`config.mk`:
```
export PLATFORM = sky130hd
export DESIGN_NAME = bkm_slot_initiator
export DESIGN_NICKNAME = d
export VERILOG_FILES = /design/src/rtl/bkm_slot_initiator.sv
export SDC_FILE = /design/constraint.sdc
export NUM_CORES = 1
export LEC_CHECK = 0
export ABC_CLOCK_PERIOD_IN_PS = 2200
export BUFFER_PORTS_ARGS = -buffer_cell sky130_fd_sc_hd__buf_2
export CAP_MARGIN = 15
export CELL_PAD_IN_SITES_DETAIL_PLACEMENT = 0
export CELL_PAD_IN_SITES_GLOBAL_PLACEMENT = 1
export CORE_MARGIN = 3
export CORE_UTILIZATION = 36
export DETAILED_ROUTE_END_ITERATION = 10
export PLACE_DENSITY = 0.73
export SYNTH_ARGS = -nofsm -noshare
export SYNTH_HDL_FRONTEND = slang
export SYNTH_SLANG_ARGS = --single-unit
```
`constraint.sdc`:
```
create_clock -name clk_50mhz_in -period 2.2 [get_ports clk_50mhz_in]
set_input_delay 0 -clock clk_50mhz_in [delete_from_list [all_inputs] [get_ports clk_50mhz_in]]
set_output_delay 0 -clock clk_50mhz_in [all_outputs]
set_load 0.1 [all_outputs]
```
`src/rtl/bkm_slot_initiator.sv`:
```
`default_nettype none
// ============================================================================
// Module      : bkm_slot_initiator
// Description : Slot bus initiator; address + data phase strobe sequencer
//               with a synchronized, edge-triggered card interrupt flag.
// Revision    : 1.0 - initial release
// ============================================================================
module bkm_slot_initiator #(
  parameter int SETUP_CYC  = 2,
  parameter int STROBE_CYC = 8,
  parameter int HOLD_CYC   = 2
) (
  input  logic       clk_50mhz_in,
  input  logic       reset_x,
  input  logic       cmd_valid,
  output logic       cmd_ready,
  input  logic       cmd_rw,
  input  logic [7:0] cmd_addr,
  input  logic [7:0] cmd_wdata,
  output logic       rsp_valid,
  output logic [7:0] rsp_rdata,
  output logic       slot_x_int_x,
  output logic       clk_rw,
  output logic       ax_d,
  output logic       r_wx,
  output logic [7:0] ad_out,
  output logic       ad_oe,
  input  logic [7:0] ad_in,
  input  logic       irq_x,
  output logic       irq_pending,
  input  logic       irq_ack
);

  typedef enum logic [3:0] {
    IDLE     = 4'd0,
    A_SETUP  = 4'd1,
    A_STROBE = 4'd2,
    A_HOLD   = 4'd3,
    D_SETUP  = 4'd4,
    D_STROBE = 4'd5,
    D_HOLD   = 4'd6,
    DONE     = 4'd7
  } state_t;

  localparam logic [3:0] c_SETUP_LD  = 4'(SETUP_CYC - 1);
  localparam logic [3:0] c_STROBE_LD = 4'(STROBE_CYC - 1);
  localparam logic [3:0] c_HOLD_LD   = 4'(HOLD_CYC - 1);

  state_t     r_state;
  state_t     w_next;
  logic [3:0] r_cnt;
  logic [3:0] w_cnt_next;
  logic       r_rw;
  logic [7:0] r_addr;
  logic [7:0] r_wdata;
  logic       r_irq_s1;
  logic       r_irq_s2;
  logic       r_irq_s3;

  logic       w_accept;
  logic       w_rw;
  logic [7:0] w_addr;
  logic [7:0] w_wdata;
  logic       w_a_phase;
  logic       w_d_phase;
  logic       w_strobe;
  logic       w_sample;
  logic       w_irq_fall;

  // Pins are registered from the next state, so they move on the same edge
  // as the state; the command fields are bypassed on the accepting edge.
  always_comb begin
    w_accept   = (r_state == IDLE) && cmd_ready && cmd_valid;
    w_rw       = w_accept ? cmd_rw    : r_rw;
    w_addr     = w_accept ? cmd_addr  : r_addr;
    w_wdata    = w_accept ? cmd_wdata : r_wdata;
    w_next     = r_state;
    w_cnt_next = (r_cnt == 4'd0) ? r_cnt : r_cnt - 4'd1;
    case (r_state)
      IDLE:     if (w_accept)       begin w_next = A_SETUP;  w_cnt_next = c_SETUP_LD;  end
      A_SETUP:  if (r_cnt == 4'd0)  begin w_next = A_STROBE; w_cnt_next = c_STROBE_LD; end
      A_STROBE: if (r_cnt == 4'd0)  begin w_next = A_HOLD;   w_cnt_next = c_HOLD_LD;   end
      A_HOLD:   if (r_cnt == 4'd0)  begin w_next = D_SETUP;  w_cnt_next = c_SETUP_LD;  end
      D_SETUP:  if (r_cnt == 4'd0)  begin w_next = D_STROBE; w_cnt_next = c_STROBE_LD; end
      D_STROBE: if (r_cnt == 4'd0)  begin w_next = D_HOLD;   w_cnt_next = c_HOLD_LD;   end
      D_HOLD:   if (r_cnt == 4'd0)  begin w_next = DONE;     w_cnt_next = 4'd0;        end
      DONE:     w_next = IDLE;
      default:  w_next = IDLE;
    endcase
    w_a_phase  = (w_next == A_SETUP) || (w_next == A_STROBE) || (w_next == A_HOLD);
    w_d_phase  = (w_next == D_SETUP) || (w_next == D_STROBE) || (w_next == D_HOLD);
    w_strobe   = (w_next == A_STROBE) || (w_next == D_STROBE);
    w_sample   = (r_state == D_STROBE) && (r_cnt == 4'd0) && r_rw;
    w_irq_fall = r_irq_s3 && !r_irq_s2;
  end

  always_ff @(posedge clk_50mhz_in) begin
    if (!reset_x) begin
      r_state      <= IDLE;
      r_cnt        <= 4'd0;
      r_rw         <= 1'b1;
      r_addr       <= 8'h00;
      r_wdata      <= 8'h00;
      cmd_ready    <= 1'b0;
      rsp_valid    <= 1'b0;
      rsp_rdata    <= 8'h00;
      slot_x_int_x <= 1'b1;
      clk_rw       <= 1'b1;
      ax_d         <= 1'b1;
      r_wx         <= 1'b1;
      ad_out       <= 8'h00;
      ad_oe        <= 1'b0;
      r_irq_s1     <= 1'b1;
      r_irq_s2     <= 1'b1;
      r_irq_s3     <= 1'b1;
      irq_pending  <= 1'b0;
    end else begin
      r_state <= w_next;
      r_cnt   <= w_cnt_next;
      if (w_accept) begin
        r_rw    <= cmd_rw;
        r_addr  <= cmd_addr;
        r_wdata <= cmd_wdata;
      end
      cmd_ready    <= (w_next == IDLE);
      rsp_valid    <= (r_state == DONE);
      if (w_sample) begin
        rsp_rdata <= ad_in;
      end
      slot_x_int_x <= !(w_a_phase || w_d_phase);
      clk_rw       <= !w_strobe;
      ax_d         <= !w_a_phase;
      r_wx         <= (w_next == IDLE) ? 1'b1 : w_rw;
      // Read data phases release the bus on the same edge the phase begins.
      ad_oe        <= w_a_phase || (w_d_phase && !w_rw);
      ad_out       <= w_a_phase ? w_addr : ((w_d_phase && !w_rw) ? w_wdata : 8'h00);
      r_irq_s1     <= irq_x;
      r_irq_s2     <= r_irq_s1;
      r_irq_s3     <= r_irq_s2;
      // A new falling edge wins over a coincident acknowledge.
      if (w_irq_fall) begin
        irq_pending <= 1'b1;
      end else if (irq_ack) begin
        irq_pending <= 1'b0;
      end
    end
  end

endmodule
`default_nettype wire

```
* Word level (Yosys, flattened, before mapping)
Cells that the tools add are included.
Word-level totals: input bits 30, bits in registers 52, logic and storage cells 79, output and inout port bits 24
Cells by class: bitwise operators 1, reduce and logical (&&, ||, !) cells 25, add/sub/neg operators 1, equal/unequal tests 13, muxes and demuxes 21
Operators with widths (count):
- $mux W4 | 12
- $mux W8 | 4
- $eq A4 B3 Y1 const B | 7
- $pmux W4 S7 | 1
- $eq A4 B2 Y1 const B | 4
- $pmux W4 S4 | 1
- $logic_not A4 Y1 | 3
- $eq A4 B1 Y1 const B | 2
- $logic_or A1 B1 Y1 | 7
- $logic_and A1 B1 Y1 | 6
- $logic_not A1 Y1 | 5
- $reduce_or A2 Y1 | 2
- $sub A4 B1 Y4 const B | 1
- $mux W1 | 3
- $reduce_or A3 Y1 | 1
- $reduce_bool A2 Y1 | 1
- $not A1 Y1 | 1

* Longest topological paths before layout
Gate-level depths: netlist (run 1).
depth after elaboration 11, depth in mapped cells 10, gate-level depth less buffers 10

* Least setup slack after synthesis (run 1)
No wires, ideal clock.
path kind reg2reg, start point reg cmd_ready, end point reg ad_out[0], period minus slack after synthesis 2.317 ns, required time 2.108 ns, buffers on the path 3, arrival 2.225 ns, library setup time 0.092 ns, stages on the path, launching flop included 8, slack -0.117 ns, path through dfxtp_1 > and2_0 > clkbuf_1 > nand3_1 > buf_2 > buf_2 > mux2i_1 > o32ai_1
Between the ends: longest elaborated chain between the ends 10, elaborated cells between the ends (all ways) 21, classes of those cells eq/ne (6); mux (7); reduce/logical (8)
RTL lines:
- start, declared | line 16 | output logic cmd_ready,
- start signal, assigned | line 125 | cmd_ready <= (w_next == IDLE);
- $logic_and A1 B1 Y1 (*) (2 in series) | line 73 | w_accept = (r_state == IDLE) && cmd_ready && cmd_valid;
- $mux W4 | line 80 | IDLE: if (w_accept) begin w_next = A_SETUP; w_cnt_next = c_SETUP_LD; end
- $pmux W4 S7 | line 79 | case (r_state)
- $eq A4 B3 Y1 | line 91 | w_d_phase = (w_next == D_SETUP) || (w_next == D_STROBE) || (w_next == D_HOLD);
- $logic_or A1 B1 Y1 (2 in series) | line 91
- $logic_and A1 B1 Y1 | line 136 | ad_out <= w_a_phase ? w_addr : ((w_d_phase && !w_rw) ? w_wdata : 8'h00);
- $mux W8 | line 136
- $mux W8 (*) | line 136
- end signal, assigned | line 136
- end, declared | line 26 | output logic [7:0] ad_out,
Mark *: on every way between the ends. The rest lies on a longest branch, timed or not. A chain may end at the register's enable or synchronous reset.

* Final worst setup path (run 1)
start point reg r_cnt[0], end point reg ad_out[6]
Between the ends: longest elaborated chain between the ends 9, elaborated cells between the ends (all ways) 21, classes of those cells eq/ne (6); mux (9); reduce/logical (6)
RTL lines:
- start, declared | line 51 | logic [3:0] r_cnt;
- start signal, assigned | line 119 | r_cnt <= w_cnt_next;
- $logic_not A4 Y1 (*)
- $mux W4 (tied with other cells) | line 86 | D_HOLD: if (r_cnt == 4'd0) begin w_next = DONE; w_cnt_next = 4'd0; end
- $pmux W4 S7 (*) | line 79
- $eq A4 B3 Y1 | line 91
- $logic_or A1 B1 Y1 (2 in series) | line 91
- $logic_and A1 B1 Y1 | line 136
- $mux W8 | line 136
- $mux W8 (*) | line 136
Marked as above.

==> results_dict.tcl, run 1 <==
set metrics [dict create \
    vias 1653 \
    cts_buffers 5 \
    syn-cell-area_um2 2070 \
    arrival_ps 2240 \
    htreeDepth 2 \
    first_pass_iters 4 \
    grt_max_degree 24 \
    design_area_um2 2810 \
    viasPerCell 4.67 \
    dpl_cell_area_um2 2450 \
    final_cell_count_no_fill 354 \
    cts_tree "done" \
    finalSetupViolCount 0 \
    finalSetupTns_ps 0 \
    core-area_um2 5340 \
    end_kind "flip-flop" \
    grt_pass1_vias 1673 \
    grtUsageTotal_pct 14.4 \
    cts.clk_slew.worst_paths_ps 100 \
    drive_above_1_share_pct 27.1 \
    yosysSeqAreaShare_pct 50.3 \
    status "complete, no violations" \
    multi_input_area_um2 961 \
    critPathBufInv 2 \
    initial_core_util_pct 38.8 \
    cts_resized 0 \
    io_pins 54 \
    crit_chain "inv_1, ha_1, nor3b_4, inv_4, or3_4, a31oi_4, nand3_4, o32ai_1" \
    synth_warnings 0 \
    leakagePower_nw 1.29 \
    crit_fanout 9 \
    synth-edff-count 0 \
    syn_area_per_cell_um2 10.3 \
    synthToLayoutAreaGrowth_pct 35.5 \
    crit_family "simple AND/OR/NAND/NOR gates" \
    hold_viol 0 \
    die_area_um2 6700 \
    finalCriticalPeriod_ps 2030 \
    cts_setup_buffers 0 \
    synthCells 201 \
    total_power_mw 2.09 \
    layout_common_cells "buf_2, dfxtp_1, dlygate4sd3_1" \
    cts_root_buf "clkbuf_8" \
    diodes 0 \
    use_met2_pct 23.3 \
    finish.net_count 316 \
    grt_use_met3_pct 4.82 \
    clockBufferDepth 2 \
    die_w_um 81.8 \
    required_ps 2420 \
    grt_pass1_wl_mm 7.36 \
    layout_setup_ws_ps 174 \
    synth_ff_type "dfxtp_1" \
    synth_area_leaders "dfxtp_1, mux2i_1, nor2b_1, o32ai_1, a21oi_1" \
    rsz0062_at_grt "no" \
    clock.fmax_mhz 494 \
    antenna_found_initial 0 \
    chipHeight_um 81.8 \
    wl_mm 4.49 \
    wire_per_inst_um 12.7 \
    postRouteAntennaNets 0 \
    use_met1_pct 18.0 \
    num_rows 26 \
    insertion_delay_ps 310 \
    synth_top_area_cell "dfxtp_1" \
    synth_seq_cells 52 \
    critPathSlowestCell "or3_4" \
    hp-class "in2reg" \
    ff_latch_area_um2 1040 \
    drc 0 \
    port_buffers 53 \
    synth_top_area_share_pct 50.3 \
    drv_slew 0 \
    synth_cell_types 38 \
    dp.cells 320 \
    busiest_layer "met2" \
    start_kind "flip-flop" \
    final_common_cell "buf_2" \
    p_per_area_nw_per_um2 747 \
    n_fill_cell 530 \
    drt_iter0_drc 96 \
    cap_violations 0 \
    overflow 0 \
    peakVddDrop_uv 369 \
    synth_fp_nets 234 \
    post-route-period-util_pct 92.1 \
    timing.clock.skew_ps 9.05 \
    cts_sinks 52 \
    async_flop_share_pct 0 \
    path_class "reg2reg" \
    gp_congestion 0.770 \
    cp_slowest_stage_delay_ps 380 \
    dpl_worst_slack_ps 185 \
    dp_hpwl_mm 3.14 \
]
## worst register-to-register path, cell delays in order (launching register included)
cell and delay (ps):
dfxtp_1 340, inv_1 80, ha_1 190, nor3b_4 270
inv_4 40, or3_4 380, a31oi_4 200, nand3_4 150
o32ai_1 290
## cell usage after synthesis (2+ instances only)
| cell type | instances |
|---|---|
| dfxtp_1 | 52 |
| mux2i_1 | 25 |
| nor2b_1 | 24 |
| clkbuf_1 | 10 |
| nand2_1 | 10 |
| a21oi_1 | 8 |
| o32ai_1 | 8 |
| nor3_1 | 7 |
| nor2_1 | 6 |
| nand2b_1 | 5 |
| and2_1 | 4 |
| inv_1 | 4 |
| nand3_1 | 4 |
| ha_1 | 3 |
| xnor2_1 | 3 |
| a31oi_1 | 2 |
| buf_2 | 2 |
| o21ai_0 | 2 |
| o22ai_1 | 2 |
| or2_2 | 2 |
## worst paths after layout
path         cells past startpoint  slack, ps      from     endpoint
max                              8        170  r_cnt[0]    ad_out[6]
min                              3          7   irq_ack  irq_pending
max reg2reg                      8        170  r_cnt[0]    ad_out[6]
min reg2reg                      1        420  r_irq_s1     r_irq_s2
## kinds of logic after synthesis
family	count (synthesis)	share of synthesized area (%)
AOI/OAI and AO/OA	30	10.9
xor gates and xnor gates	4	1.69
adders and majority gates	3	1.81
buffers and inverters	17	3.32
DFF	52	50.3
muxes	25	12.1
other	1	0.181
and+or+nand+nor	69	19.8
## flip-flops by register name (all words and copies together), names as in the netlist, 4 cells and up
register and flops:
ad_out 8, r_cnt 4, rsp_rdata 8, r_wdata 8, r_addr 8, r_state 4
## cell type report
type / instances / share of cell area [%]
Inverter: 5 / 0.758
Multi-Input combinational cell: 132 / 34.3
Tap cell: 70 / 3.12
Sequential cell: 52 / 37.2
Clock inverter: 3 / 0.937
Clock buffer: 5 / 2.45
Timing Repair Buffer: 87 / 21.3
## report_power, final
part           internal [mW]  total [mW]  switching, mW  leakage, nW
Clock                  0.232       0.560          0.328       0.0423
Sequential             0.989        1.03         0.0361        0.423
Combinational          0.242       0.509          0.268        0.825
## metal layers
layer	share of wire (%)	wire, µm	vias up
li1	-	-	857
met4	1.4	65	0
met3	6.7	299	6
met5	0	0	-
met2	46	2070	49
met1	46	2050	741
## per-stage QoR
step           hold slack [ps]  utilization [%]
6_report                  6.85             52.6
5_1_grt                   2.12             52.6
4_1_cts                   8.48             52.6
3_5_place_dp               206             45.9
3_3_place_gp               195             45.9
2_1_floorplan              101                -
## what timing repair did
| action | 4_1_cts | 5_1_grt |
|---|---|---|
| setup endpoints to repair | 0 | 0 |
| hold endpoints to repair | 33 | 0 |
| hold buffers | 26 | 0 |
No activity file was read; power rests on OpenSTA's default activity.
==> run 2: changes to the inputs <==
--- a/config.mk
+++ b/config.mk
@@ -6,14 +6,15 @@
 export NUM_CORES = 1
 export LEC_CHECK = 0
 export ABC_CLOCK_PERIOD_IN_PS = 2200
-export BUFFER_PORTS_ARGS = -buffer_cell sky130_fd_sc_hd__buf_2
 export CAP_MARGIN = 15
 export CELL_PAD_IN_SITES_DETAIL_PLACEMENT = 0
 export CELL_PAD_IN_SITES_GLOBAL_PLACEMENT = 1
 export CORE_MARGIN = 3
 export CORE_UTILIZATION = 36
 export DETAILED_ROUTE_END_ITERATION = 10
-export PLACE_DENSITY = 0.73
+export DONT_BUFFER_PORTS = 1
+export PLACE_DENSITY = 0.63
+export REMOVE_ABC_BUFFERS = 1
 export SYNTH_ARGS = -nofsm -noshare
 export SYNTH_HDL_FRONTEND = slang
 export SYNTH_SLANG_ARGS = --single-unit
==> run 2 against run 1 <==
Power up 13%. Die area unchanged. First-iteration DRC count down 34%. Routed wire length down 2.4%. Critical path depth unchanged. Non-clock buffer count down 42. Worst hold slack better by 16 ps. Clock power up 54%. Combinational power down 12%. Register-to-register slack worse by 30 ps. Core utilization down 1.8 points. Worst setup slack worse by 27 ps. Critical path type unchanged. Largest cell class unchanged. Largest power group unchanged. Highest routed layer unchanged.
==> results_dict.tcl, run 2 (synthesis results as in run 1) <==
set metrics [dict create \
    status "complete, no violations" \
    crit_fanout 8 \
    antenna_found_initial 0 \
    rsz0062_at_grt "no" \
    cap_violations 0 \
    design_area_um2 2710 \
    layout_common_cells "dfxtp_1, dlygate4sd3_1, mux2i_1" \
    overflow 0 \
    io_pins 54 \
    seq_power_share_pct 44.6 \
    port_buffers 0 \
    insertion_delay_ps 290 \
    grtUsageTotal_pct 13.9 \
    fin_hold_ws_ps 23.3 \
    cp_slowest_stage_delay_ps 390 \
    worst_pin_slew_ps 964 \
    drt_iter0_drc 63 \
    viasPerCell 4.97 \
    critPathSlowestCell "or3_4" \
    vias 1556 \
    wl_mm 4.38 \
    die_area_um2 6700 \
    cts.clk_slew.worst_paths_ps 100 \
    gp_congestion 0.780 \
    finalCriticalPeriod_ps 2050 \
    layout_setup_ws_ps 148 \
    fin_util_pct 50.8 \
    clockBufferDepth 2 \
    p_per_area_nw_per_um2 874 \
    die_w_um 81.8 \
    relSlewSlack_pct 35.5 \
    combPwrFrac_pct 19.0 \
    grt_pass1_wl_mm 7.29 \
    path_class "reg2reg" \
    cts_buffers 5 \
    core-area_um2 5340 \
    initial_core_util_pct 38.8 \
    synthToLayoutAreaGrowth_pct 30.8 \
    finish.net_count 275 \
    leakagePower_nw 1.15 \
    timing.clock.skew_ps 9.57 \
    switching_share_pct 25.1 \
    cts_sinks 52 \
    dpl_cell_area_um2 2240 \
    crit_chain "inv_1, ha_1, nor3b_4, inv_4, or3_4, a31oi_4, nand3_4, o32ai_1" \
    drv_slew 0 \
    finalSetupViolCount 0 \
    p_int_mw 1.77 \
    dp_hpwl_mm 2.98 \
    cts_root_buf "clkbuf_8" \
    first_pass_iters 4 \
    p_switching_uw 594 \
    grt_max_degree 36 \
    dpl_worst_slack_ps 132 \
    chipHeight_um 81.8 \
    post-route-period-util_pct 93.3 \
    drc 0 \
    postRouteAntennaNets 0 \
    hold_viol 0 \
    wire_per_inst_um 14.0 \
    pwr-share-clk_pct 36.4 \
    htreeDepth 2 \
    cts_tree "done" \
    drive_above_1_share_pct 14.0 \
    arrival_ps 2260 \
    start_kind "flip-flop" \
    required_ps 2410 \
    num_rows 26 \
    diodes 0 \
    end_kind "flip-flop" \
    total_power_mw 2.37 \
    grt_pass1_vias 1618 \
    hp-class "in2reg" \
    peakVddDrop_uv 344 \
    clock.fmax_mhz 487 \
    final_common_cell "dfxtp_1" \
]
run 2: cell count changes in the layout (fill, tap and decap cells not counted), sizes merged:
cell and change:
bufinv +3, inv -1, clkinvlp -2, dlygate4sd3 +2
buf -44, nand3 +1
run 2: critical path, delay by kind of cell, from the launching register on:
family | cells | cell delay, ps
compound gates | 2 | 490
fa+ha+maj | 1 | 190
buf+inv | 2 | 170
simple gates | 3 | 780
flops | 1 | 340
run 2: per-layer routing:
metal	vias up	part of all wire [%]	global-route usage, %
li1	783	-	-
met1	718	45	16.6
met2	51	47	23.5
met3	4	7.7	4.61
met4	0	0.80	3.99
met5	-	0	0
run 2: what timing repair did:
item	CTS	global route
resized for setup	0	1
hold buffers	28	0
setup endpoints to repair	0	7
setup buffers	0	1
endpoints found under the hold margin	48	0
run 2: final cells by class:
| cell class | count | area (µm²) |
|---|---|---|
| multi-input cells | 133 | 978 |
| inverters | 5 | 21.3 |
| fillers | 514 | 2630 |
| clock buffers | 5 | 68.8 |
| well taps | 70 | 87.6 |
| repair buffers | 45 | 420 |
| clock inverters | 3 | 90.1 |
| flip-flops and latches | 52 | 1040 |
run 2: power groups by stage:
stage / sequential, mW / combinational, mW / clock [mW]
3_3_place_gp: 1.07 / 0.385 / 0
2_1_floorplan: 1.09 / 0.292 / 0
4_1_cts: 1.05 / 0.446 / 0.890
6_report: 1.06 / 0.449 / 0.862
3_5_place_dp: 1.08 / 0.398 / 0
5_1_grt: 1.06 / 0.492 / 0.925
run 2: path summary, 6_finish.rpt:
check / start / endpoint / depth (start not counted) / slack (ps)
worst max-delay path: r_cnt[0] / ad_out[6] / 8 / 150
worst min-delay path: reset_x / ad_out[7] / 3 / 20
worst max register to register: r_cnt[0] / ad_out[6] / 8 / 150
worst min register to register: r_irq_s1 / r_irq_s2 / 1 / 420
run 2: per-stage QoR:
stage | std cells | setup TNS, ps
floorplan | 189 | -9930
global placement | 275 | 0
finish | 313 | 0
CTS | 311 | 0
detailed placement | 275 | 0
global route | 313 | 0
